<file path="src/rtl/hid_key_event.sv">
// rtl/hid_key_event.sv - HID boot-keyboard report differ producing make/break events
//
// Purpose: each completed 8-byte boot report (marked by a toggle on new_packet)
// is compared with the previously committed report. One event per changed key
// is pushed into a first-word-fall-through FIFO read with valid/ready.
//
// Ports:
//   usbclk      in   1  block clock (12 MHz)
//   usbrst      in   1  asynchronous active-high reset
//   key0        in   8  modifier byte
//   key1..key6  in   8  keycode slots
//   new_packet  in   1  toggles once per completed report
//   conerr      in   1  connection error; rising edge releases everything held
//   ev_valid    out  1  event FIFO non-empty
//   ev_code     out  8  usage of head event (modifiers are 8'hE0 + bit)
//   ev_make     out  1  1 = press, 0 = release
//   ev_ready    in   1  consumer takes the head event
//   overflow    out  1  sticky: a buffered report was displaced
//   cur_mods    out  8  modifier byte of the last committed report
`timescale 1ns/1ps
module hid_key_event #(
  parameter int         FIFO_DEPTH    = 16,
  parameter logic [7:0] ROLLOVER_CODE = 8'h01
) (
  input  logic       usbclk,
  input  logic       usbrst,
  input  logic [7:0] key0,
  input  logic [7:0] key1,
  input  logic [7:0] key2,
  input  logic [7:0] key3,
  input  logic [7:0] key4,
  input  logic [7:0] key5,
  input  logic [7:0] key6,
  input  logic       new_packet,
  input  logic       conerr,
  output logic       ev_valid,
  output logic [7:0] ev_code,
  output logic       ev_make,
  input  logic       ev_ready,
  output logic       overflow,
  output logic [7:0] cur_mods
);

  localparam int AW = $clog2(FIFO_DEPTH);

  typedef enum logic [2:0] {S_IDLE, S_MODS, S_REL, S_PRS, S_COMMIT} state_t;

  state_t        r_state;
  logic [2:0]    r_idx;
  logic          r_arm;
  logic          r_np_d;
  logic          r_conerr_d;
  logic [7:0]    r_nmod;
  logic [7:0]    r_pmod;
  logic [7:0]    r_nk [6];
  logic [7:0]    r_pk [6];
  logic          r_pend;
  logic          r_pend_inj;
  logic [7:0]    r_pend_mod;
  logic [7:0]    r_pend_k [6];
  logic          r_overflow;
  logic [7:0]    r_cur_mods;
  logic [8:0]    r_mem [FIFO_DEPTH];
  logic [AW-1:0] r_wp;
  logic [AW-1:0] r_rp;
  logic [AW:0]   r_cnt;

  logic [7:0]    w_in_k [6];
  logic [7:0]    w_snap_k [6];
  logic [7:0]    w_snap_mod;
  logic          w_toggle;
  logic          w_roll;
  logic          w_cerr_rise;
  logic          w_snap;
  logic          w_push_req;
  logic [7:0]    w_push_code;
  logic          w_push_make;
  logic          w_hit;
  logic          w_dup;
  logic          w_valid;
  logic          w_full;
  logic          w_pop;
  logic          w_push;
  logic          w_stall;

  // Incoming snapshot: a real report (not during conerr, not rollover) or an
  // all-zero injection on the conerr rising edge.
  always_comb begin
    w_in_k[0] = key1;
    w_in_k[1] = key2;
    w_in_k[2] = key3;
    w_in_k[3] = key4;
    w_in_k[4] = key5;
    w_in_k[5] = key6;
    w_toggle    = r_arm && (new_packet != r_np_d);
    w_cerr_rise = conerr && !r_conerr_d;
    w_roll      = 1'b0;
    for (int i = 0; i < 6; i++) begin
      if (w_in_k[i] == ROLLOVER_CODE) w_roll = 1'b1;
      w_snap_k[i] = w_cerr_rise ? 8'h00 : w_in_k[i];
    end
    w_snap_mod = w_cerr_rise ? 8'h00 : key0;
    w_snap     = (w_toggle && !conerr && !w_roll) || w_cerr_rise;
  end

  // One comparison per scan cycle; decides whether this cycle needs a push.
  always_comb begin
    w_push_req  = 1'b0;
    w_push_code = 8'h00;
    w_push_make = 1'b0;
    w_hit       = 1'b0;
    w_dup       = 1'b0;
    case (r_state)
      S_MODS: begin
        if (r_nmod[r_idx] != r_pmod[r_idx]) begin
          w_push_req  = 1'b1;
          w_push_code = 8'hE0 | {5'd0, r_idx};
          w_push_make = r_nmod[r_idx];
        end
      end
      S_REL: begin
        for (int j = 0; j < 6; j++)
          if (r_nk[j] == r_pk[r_idx]) w_hit = 1'b1;
        if (r_pk[r_idx] != 8'h00 && !w_hit) begin
          w_push_req  = 1'b1;
          w_push_code = r_pk[r_idx];
        end
      end
      S_PRS: begin
        for (int j = 0; j < 6; j++) begin
          if (r_pk[j] == r_nk[r_idx]) w_hit = 1'b1;
          // a code repeated in the same report is pressed only once
          if (3'(j) < r_idx && r_nk[j] == r_nk[r_idx]) w_dup = 1'b1;
        end
        if (r_nk[r_idx] != 8'h00 && !w_hit && !w_dup) begin
          w_push_req  = 1'b1;
          w_push_code = r_nk[r_idx];
          w_push_make = 1'b1;
        end
      end
      default: ;
    endcase
  end

  // A full FIFO still accepts a push when the head leaves in the same cycle.
  always_comb begin
    w_valid = (r_cnt != '0);
    w_full  = (r_cnt == (AW+1)'(FIFO_DEPTH));
    w_pop   = w_valid && ev_ready;
    w_push  = w_push_req && (!w_full || w_pop);
    w_stall = w_push_req && !w_push;
  end

  always_ff @(posedge usbclk or posedge usbrst) begin
    if (usbrst) begin
      r_wp  <= '0;
      r_rp  <= '0;
      r_cnt <= '0;
    end else begin
      if (w_push) r_wp <= r_wp + 1'b1;
      if (w_pop)  r_rp <= r_rp + 1'b1;
      case ({w_push, w_pop})
        2'b10:   r_cnt <= r_cnt + 1'b1;
        2'b01:   r_cnt <= r_cnt - 1'b1;
        default: r_cnt <= r_cnt;
      endcase
    end
  end

  always_ff @(posedge usbclk) begin
    if (w_push) r_mem[r_wp] <= {w_push_code, w_push_make};
  end

  always_ff @(posedge usbclk or posedge usbrst) begin
    if (usbrst) begin
      r_state    <= S_IDLE;
      r_idx      <= 3'd0;
      r_arm      <= 1'b0;
      r_np_d     <= 1'b0;
      r_conerr_d <= 1'b0;
      r_nmod     <= 8'h00;
      r_pmod     <= 8'h00;
      r_pend     <= 1'b0;
      r_pend_inj <= 1'b0;
      r_pend_mod <= 8'h00;
      r_overflow <= 1'b0;
      r_cur_mods <= 8'h00;
      for (int i = 0; i < 6; i++) begin
        r_nk[i]     <= 8'h00;
        r_pk[i]     <= 8'h00;
        r_pend_k[i] <= 8'h00;
      end
    end else begin
      // new_packet has no reset upstream, so the first cycle only samples it
      r_arm      <= 1'b1;
      r_np_d     <= new_packet;
      r_conerr_d <= conerr;
      case (r_state)
        S_IDLE: begin
          r_idx <= 3'd0;
          if (r_pend) begin
            r_nmod  <= r_pend_mod;
            r_nk    <= r_pend_k;
            r_state <= S_MODS;
            r_pend  <= w_snap;
            if (w_snap) begin
              r_pend_mod <= w_snap_mod;
              r_pend_k   <= w_snap_k;
              r_pend_inj <= w_cerr_rise;
            end
          end else if (w_snap) begin
            r_nmod  <= w_snap_mod;
            r_nk    <= w_snap_k;
            r_state <= S_MODS;
          end
        end
        default: begin
          if (w_snap) begin
            r_pend     <= 1'b1;
            r_pend_mod <= w_snap_mod;
            r_pend_k   <= w_snap_k;
            r_pend_inj <= w_cerr_rise;
            if (r_pend) r_overflow <= 1'b1;
          end else if (conerr && r_pend && !r_pend_inj) begin
            r_pend <= 1'b0;
          end
          case (r_state)
            S_MODS: if (!w_stall) begin
              if (r_idx == 3'd7) begin
                r_state <= S_REL;
                r_idx   <= 3'd0;
              end else r_idx <= r_idx + 3'd1;
            end
            S_REL: if (!w_stall) begin
              if (r_idx == 3'd5) begin
                r_state <= S_PRS;
                r_idx   <= 3'd0;
              end else r_idx <= r_idx + 3'd1;
            end
            S_PRS: if (!w_stall) begin
              if (r_idx == 3'd5) r_state <= S_COMMIT;
              else r_idx <= r_idx + 3'd1;
            end
            default: begin
              r_pmod     <= r_nmod;
              r_pk       <= r_nk;
              r_cur_mods <= r_nmod;
              r_state    <= S_IDLE;
            end
          endcase
        end
      endcase
    end
  end

  assign ev_valid = w_valid;
  assign ev_code  = r_mem[r_rp][8:1];
  assign ev_make  = r_mem[r_rp][0];
  assign overflow = r_overflow;
  assign cur_mods = r_cur_mods;

endmodule

</file>
<file path="config.mk">
export PLATFORM = sky130hd
export DESIGN_NAME = hid_key_event
export DESIGN_NICKNAME = d
export VERILOG_FILES = /design/src/rtl/hid_key_event.sv
export SDC_FILE = /design/constraint.sdc
export NUM_CORES = 1
export LEC_CHECK = 0
export CORE_MARGIN = 5
export CORE_UTILIZATION = 55
export DETAILED_ROUTE_END_ITERATION = 12
export GPL_TIMING_DRIVEN = 0
export PLACE_DENSITY = 0.74
export SKIP_CTS_REPAIR_TIMING = 1
export SLEW_MARGIN = 20
export SYNTH_ARGS = -nofsm -noshare
export SYNTH_HDL_FRONTEND = slang
export SYNTH_SLANG_ARGS = --single-unit
export TNS_END_PERCENT = 5
</file>
<file path="constraint.sdc">
create_clock -name usbclk -period 8.6 [get_ports usbclk]
set_clock_uncertainty 0.15 [all_clocks]
set_input_delay 1.72 -clock usbclk [delete_from_list [all_inputs] [get_ports usbclk]]
set_output_delay 1.72 -clock usbclk [all_outputs]
set_load 0.02 [all_outputs]
</file>
==> flow_summary.ini, run 1 <==
[clocking]
clock_sinks = 337
clk_path_buf_depth = 3
tritoncts_clock_tree = yes
clock_insertion_delay_worst_skew_ns = 0.53
clk_pin_slew_ns = 0.06
cts_made_buffers = 35
htree_levels = 2
cts.root.buffer_cell = sky130_fd_sc_hd__clkbuf_16

[power]
power.leakage_nw = 7.529
post-layout-total-power_mw = 8.753
peakVddDrop_mv = 0.1881
power_density_nw_per_um2 = 451.0

[synth]
postSynth.asyncResetShare = 0.5727
synth_compound_area_frac = 0.09453
avgSynthCellArea_um2 = 11.66
yosys-mux-area-fraction = 0.1351
ys_warn_count = 0
post_synth_inst_count = 1428
synth_top_family_by_area = multiplexers
synthFlopType = sky130_fd_sc_hd__dfrtp_1
synth.largest_area_cell = sky130_fd_sc_hd__dfrtp_1
synth_top_cells_by_area = sky130_fd_sc_hd__dfrtp_1 (29%), sky130_fd_sc_hd__edfxtp_1 (26%), sky130_fd_sc_hd__mux4_2 (6.8%)
synth.most_common_cell = sky130_fd_sc_hd__nand2_1
synth_sequential_area_ratio = 0.5497
post-synth-top-area-fraction = 0.2901
yosys.area_share.simple = 0.1126
ys_ff_latch = 337
postSynthNetCount = 1501
synth-xor-area-share = 0.06785
synth_top_cells_by_count = sky130_fd_sc_hd__nand2_1 (201), sky130_fd_sc_hd__dfrtp_1 (193), sky130_fd_sc_hd__edfxtp_1 (144)
synth_enable_flop_cells = 144
synth_fa_ha_area_frac = 0.009468
post_synth_num_cell_types = 63
netlist_area_um2 = 16650

[critical_path]
timing.reg2reg.worst_path_depth = 19
timing.critical_path.to_type = flip-flop
worstPathRequired_ns = 8.86
worstPathArrival_ns = 6.49
crit_path_max_fanout = 10
cp-start-kind = flip-flop
worstSetupPathType = flip-flop to flip-flop

[sta]
tightestPinTransition_ns = 1.059
finalSetupTns_ns = 0
setup_viol = 0
fin_crit_ns = 6.229
slew_viol_final = 0
final_count_of_hold_timing_violations = 0
relSlewSlack = 0.2876
period_share = 0.7243
rsz_0062_raised_after_global_routing = no
max_freq_mhz = 160.5

[floorplanning]
die-width_um = 184.0
core_area_um2 = 29800
die_h_um = 184.0
io_pins = 80
initial_utilization = 0.5588
placementRows = 63
floorplan.die_area_um2 = 33850

[placed_design]
dp_area_um2 = 18240
io_buffer_count = 79
routabilityCongestion = 0.9478
dp.final_hpwl_um = 34800
dp_cells = 1918

[global_routing]
busiest_layer = met2
largest_net_degree_at_the_start_of_global_routing = 75
number_of_antenna_violations_at_the_first_check_in_global_routing = 2
gr-usage-met3 = 0.05224
wire_length_of_the_first_global_routing_pass_um = 73740
grt_pass1_vias = 12260
globalRoute.totalOverflow = 0
grt_resource_usage_total = 0.2857
grt_util_met1 = 0.3901
global_route_track_usage_on_met2 = 0.4705

[final_layout]
layout.nets = 1638
finalNonFillerCells = 1981
sequential_area_um2 = 9154
n_antenna_cell = 0
utilization = 0.6514
layout-drive-gt1-share = 0.1508
area_added_between_synthesis_and_finish_pct = 16.56
finish.instance_area_um2 = 19410
n_fill_cell = 2273
multiInputGateArea_um2 = 7118

[run_status]
outcome = complete, no violations

[routing]
vias = 12300
remaining_drc_errors = 0
detail-route-antenna-nets = 0
wirelength_um = 47920
avgRoutedWirePerCell_um = 24.19
detail_route.vias_per_cell = 6.206
drt-pass1-iter-count = 6
drtIter0Drc = 1189

[worst_hold_path]
holdPathStages = 1
min-delay-path-class = flip-flop to flip-flop

[flow_run]
max_cap_violations = 0
through the flow:
stage          hold slack [ns]  setup WS [ns]
4_1_cts                 0.3282          2.501
5_1_grt                 0.3550          2.176
3_3_place_gp            0.3111         -1.165
2_1_floorplan           0.2998          1.474
3_5_place_dp            0.3098          2.505
6_report                0.3277          2.371
cells by family after synthesis:
| family | after synthesis |
|---|---|
| compound gates | 270 |
| xor+xnor | 129 |
| fa+ha+maj | 12 |
| buf+inv | 121 |
| flops | 337 |
| mux | 150 |
| other cells | 1 |
| simple gates | 408 |
sequential cells by signal, indices dropped and copies added (netlist names), 3 cells and up:
register	cells
r_pend_k	48
r_state	3
r_pk	48
r_pend_mod	8
r_cnt	5
r_pmod	8
r_wp	4
r_idx	3
r_rp	4
r_nmod	8
r_mem	144
r_nk	48
critical path: stages (launching register included):
cell	delay [ns]
sky130_fd_sc_hd__dfrtp_1	0.45
sky130_fd_sc_hd__buf_4	0.26
sky130_fd_sc_hd__nor2_1	0.14
sky130_fd_sc_hd__clkbuf_1	0.26
sky130_fd_sc_hd__a222oi_1	0.74
sky130_fd_sc_hd__buf_2	0.49
sky130_fd_sc_hd__xnor2_1	0.18
sky130_fd_sc_hd__nor4_1	0.06
sky130_fd_sc_hd__or4_1	0.53
sky130_fd_sc_hd__nor4_1	0.49
sky130_fd_sc_hd__or3b_1	0.21
sky130_fd_sc_hd__buf_2	0.21
sky130_fd_sc_hd__buf_2	0.28
sky130_fd_sc_hd__nor2_1	0.15
sky130_fd_sc_hd__fa_1	0.44
sky130_fd_sc_hd__a21o_1	0.18
sky130_fd_sc_hd__a21oi_1	0.24
sky130_fd_sc_hd__inv_1	0.09
sky130_fd_sc_hd__or4_1	0.40
sky130_fd_sc_hd__o221a_2	0.13
layout by cell type, fill, tap and decap left out, drive strengths merged, types with 11 or more instances in the layout:
cell type and n:
a21oi 72, a221oi 13, buf 61, clkbuf 108
clkdlybuf4s50 79, dfrtp 193, edfxtp 144, ha 11
inv 21, mux2 95, mux4 50, nand2 201
nand3 14, nand4 14, nor2 74, nor3 14
nor4 46, o21ai 137, xnor2 96, xor2 33
metal layers:
metal,up-vias,part of all wire
met2,596,0.48
met1,6105,0.40
met3,105,0.079
li1,5487,-
met5,-,0.00017
met4,2,0.035
layout make-up:
type	instances	share of cell area
multi-input cells	970	0.3667
plain buffers	100	0.02211
repair buffers	100	0.04970
well taps	390	0.02514
inverters	21	0.004448
flip-flops and latches	337	0.4716
clock inverters	15	0.01154
clock buffers	48	0.04867
power breakdown:
part	internal [mW]	switching, mW	leakage, nW	total [mW]
combinational	1.75	2.55	3.19	4.30
clock	0.902	0.643	0.562	1.55
sequential	2.40	0.511	3.78	2.91
final timing paths:
path | from | end | slack [ns]
min | overflow$_DFFE_PP0P_ | overflow$_DFFE_PP0P_ | 0.33
max reg2reg | r_idx[1]$_DFFE_PP0P_ | r_cnt[4]$_DFFE_PP0P_ | 2.37
max in group asynchronous | usbrst | r_wp[2]$_DFFE_PP0P_ | 6.10
min in group asynchronous | usbrst | r_arm$_DFF_PP0_ | 1.47
max | r_idx[1]$_DFFE_PP0P_ | r_cnt[4]$_DFFE_PP0P_ | 2.37
min reg2reg | overflow$_DFFE_PP0P_ | overflow$_DFFE_PP0P_ | 0.33
Power figures use the tool's default switching activity.
==> run 2, diff against run 1 <==
- clock period: 8.6 -> 6.1 ns (I/O delays scaled with it)
==> flow_summary.ini, run 2 (synthesis gave the netlist of run 1 again) <==
[global_routing]
grt_pass1_vias = 12320
number_of_antenna_violations_at_the_first_check_in_global_routing = 0
largest_net_degree_at_the_start_of_global_routing = 35
wire_length_of_the_first_global_routing_pass_um = 74420
globalRoute.totalOverflow = 0
grt_resource_usage_total = 0.2868

[sta]
final.setup.worst_slack_ns = 0.2599
relSlewSlack = 0.3628
fin_crit_ns = 5.840
rsz_0062_raised_after_global_routing = no
tightestPinTransition_ns = 0.9557
period_share = 0.9574
max_freq_mhz = 171.2
final_count_of_hold_timing_violations = 0
slew_viol_final = 0
setup_viol = 0

[placed_design]
io_buffer_count = 79
routabilityCongestion = 0.9734
dp.final_hpwl_um = 35270
dp_slack_ns = 0.02003

[critical_path]
endpoint_of_the_worst_slack_reg_to_reg_timing_path = r_cnt[4]$_DFFE_PP0P_
cp-start-kind = flip-flop
worstPathArrival_ns = 6.10
worstPathRequired_ns = 6.36
worstSetupPathType = flip-flop to flip-flop
reg2reg_setup_slack_ns = 0.26
crit-reg2reg-launch = r_idx[1]$_DFFE_PP0P_
timing.reg2reg.worst_path_depth = 21
crit_path_max_fanout = 10
timing.critical_path.to_type = flip-flop

[flow_run]
max_cap_violations = 0

[worst_hold_path]
holdPathStages = 2
min-delay-path-class = flip-flop to flip-flop
whs_endpoint = r_pend_k[31]$_DFFE_PP0P_
min_from = r_pend_k[31]$_DFFE_PP0P_

[routing]
remaining_drc_errors = 0
wirelength_um = 48290
drt-pass1-iter-count = 7
avgRoutedWirePerCell_um = 24.12
vias = 12370
drtIter0Drc = 1211
detail_route.vias_per_cell = 6.181
detail-route-antenna-nets = 0

[final_layout]
regMostFlops = r_mem
mostFrequentLayoutCell = sky130_fd_sc_hd__nand2_1
area_added_between_synthesis_and_finish_pct = 17.70
number_of_flip_flops_in_the_largest_register = 144
most-common-layout-cells = sky130_fd_sc_hd__nand2_1 (201), sky130_fd_sc_hd__dfrtp_1 (193), sky130_fd_sc_hd__edfxtp_1 (144)
layout.nets = 1655
layout-drive-gt1-share = 0.1645

[power]
switching_power_share_of_the_total = 0.4270
power.leakage_nw = 7.620
post-layout-total-power_mw = 12.46
power_density_nw_per_um2 = 635.7
clock_power_share = 0.172
peakVddDrop_mv = 0.3042
power.share.combinational = 0.497
reported_net_switching_power_mw = 5.320
seqPwrFrac = 0.331
p_int_mw = 7.138

[floorplanning]
placementRows = 63
die-width_um = 184.0
io_pins = 80
die_h_um = 184.0
initial_utilization = 0.5588
floorplan.die_area_um2 = 33850
core_area_um2 = 29800

[clocking]
clock_insertion_delay_worst_skew_ns = 0.54
cts_made_buffers = 37
clock_sinks = 337
clk_path_buf_depth = 3
tritoncts_clock_tree = yes
htree_levels = 2
clk_pin_slew_ns = 0.06
cts.root.buffer_cell = sky130_fd_sc_hd__clkbuf_16

[run_status]
outcome = complete, no violations
## run 2: cell types whose count changed in the layout (fill, tap and decap cells not counted), sizes merged
cell      previous run  this run
clkbuf             108       109
inv                 21        20
clkinv               9        15
buf                 61        76
diode                0         1
clkinvlp             2         4
bufinv               4         1
## run 2: layer usage
layer / part of all wire / vias up / global-route usage
li1: - / 5533 / -
met1: 0.41 / 6135 / 0.3993
met2: 0.48 / 600 / 0.4675
met3: 0.075 / 106 / 0.04373
met4: 0.030 / 0 / 0.09553
met5: 0 / - / 0
## run 2: worst max path at each step
stage	from	end	slack, ns	depth (start not counted)
global placement	r_idx[0]$_DFFE_PP0P_	r_mem[5][0]$_DFFE_PP_	-0.58	14
detailed placement	r_idx[0]$_DFFE_PP0P_	r_cnt[4]$_DFFE_PP0P_	0.02	19
floorplan	r_idx[0]$_DFFE_PP0P_	r_mem[10][0]$_DFFE_PP_	1.26	14
global route	r_idx[1]$_DFFE_PP0P_	r_cnt[4]$_DFFE_PP0P_	0.05	20
finish	r_idx[1]$_DFFE_PP0P_	r_cnt[4]$_DFFE_PP0P_	0.26	21
CTS	r_idx[0]$_DFFE_PP0P_	r_cnt[4]$_DFFE_PP0P_	-0.003	19
## run 2: through the flow
stage | hold WS (ns) | std cells | utilization | area (um2) | TNS [ns]
2_1_floorplan | 0.2998 | 1428 | - | 16650 | 0
3_3_place_gp | 0.3114 | 1897 | 0.6019 | 17930 | -54.86
3_5_place_dp | 0.3200 | 1922 | 0.6142 | 18300 | 0
4_1_cts | 0.3327 | 1990 | 0.6536 | 19470 | -0.002883
5_1_grt | 0.3525 | 2001 | 0.6577 | 19600 | 0
6_report | 0.3299 | 2002 | 0.6578 | 19600 | 0
## run 2: critical path, cell delays in order (launching register included)
cell and delay [ns]:
sky130_fd_sc_hd__dfrtp_1 0.46, sky130_fd_sc_hd__buf_4 0.24, sky130_fd_sc_hd__nor2_1 0.26, sky130_fd_sc_hd__clkbuf_1 0.42, sky130_fd_sc_hd__a222oi_1 0.13, sky130_fd_sc_hd__buf_4 0.18, sky130_fd_sc_hd__buf_2 0.26, sky130_fd_sc_hd__xor2_1 0.19
sky130_fd_sc_hd__nand4_1 0.11, sky130_fd_sc_hd__nor4_1 0.05, sky130_fd_sc_hd__or4_1 0.53, sky130_fd_sc_hd__nor4_1 0.47, sky130_fd_sc_hd__or3b_1 0.21, sky130_fd_sc_hd__buf_2 0.19, sky130_fd_sc_hd__buf_2 0.25, sky130_fd_sc_hd__nor2_1 0.14
sky130_fd_sc_hd__fa_1 0.43, sky130_fd_sc_hd__a21o_1 0.17, sky130_fd_sc_hd__a21oi_1 0.24, sky130_fd_sc_hd__inv_1 0.08, sky130_fd_sc_hd__or4_1 0.41, sky130_fd_sc_hd__o221a_2 0.14
## run 2: layout make-up
cell class | count | area [um2]
Clock buffer | 49 | 1001
Inverter | 21 | 82.58
Fill cell | 2224 | 10200
Sequential cell | 337 | 9154
Tap cell | 390 | 488.0
Multi-Input combinational cell | 970 | 7156
Clock inverter | 19 | 173.9
Antenna cell | 1 | 2.502
Buffer | 100 | 430.4
Timing Repair Buffer | 115 | 1111
## run 2: power groups by stage
stage | combinational (mW) | sequential (mW) | clock [mW]
after floorplan | 4.13 | 3.85 | 0
after global placement | 5.65 | 4.12 | 0
after detailed placement | 5.95 | 4.12 | 0
after CTS | 6.02 | 4.09 | 2.17
after global routing | 6.64 | 4.18 | 2.27
final | 6.19 | 4.12 | 2.14
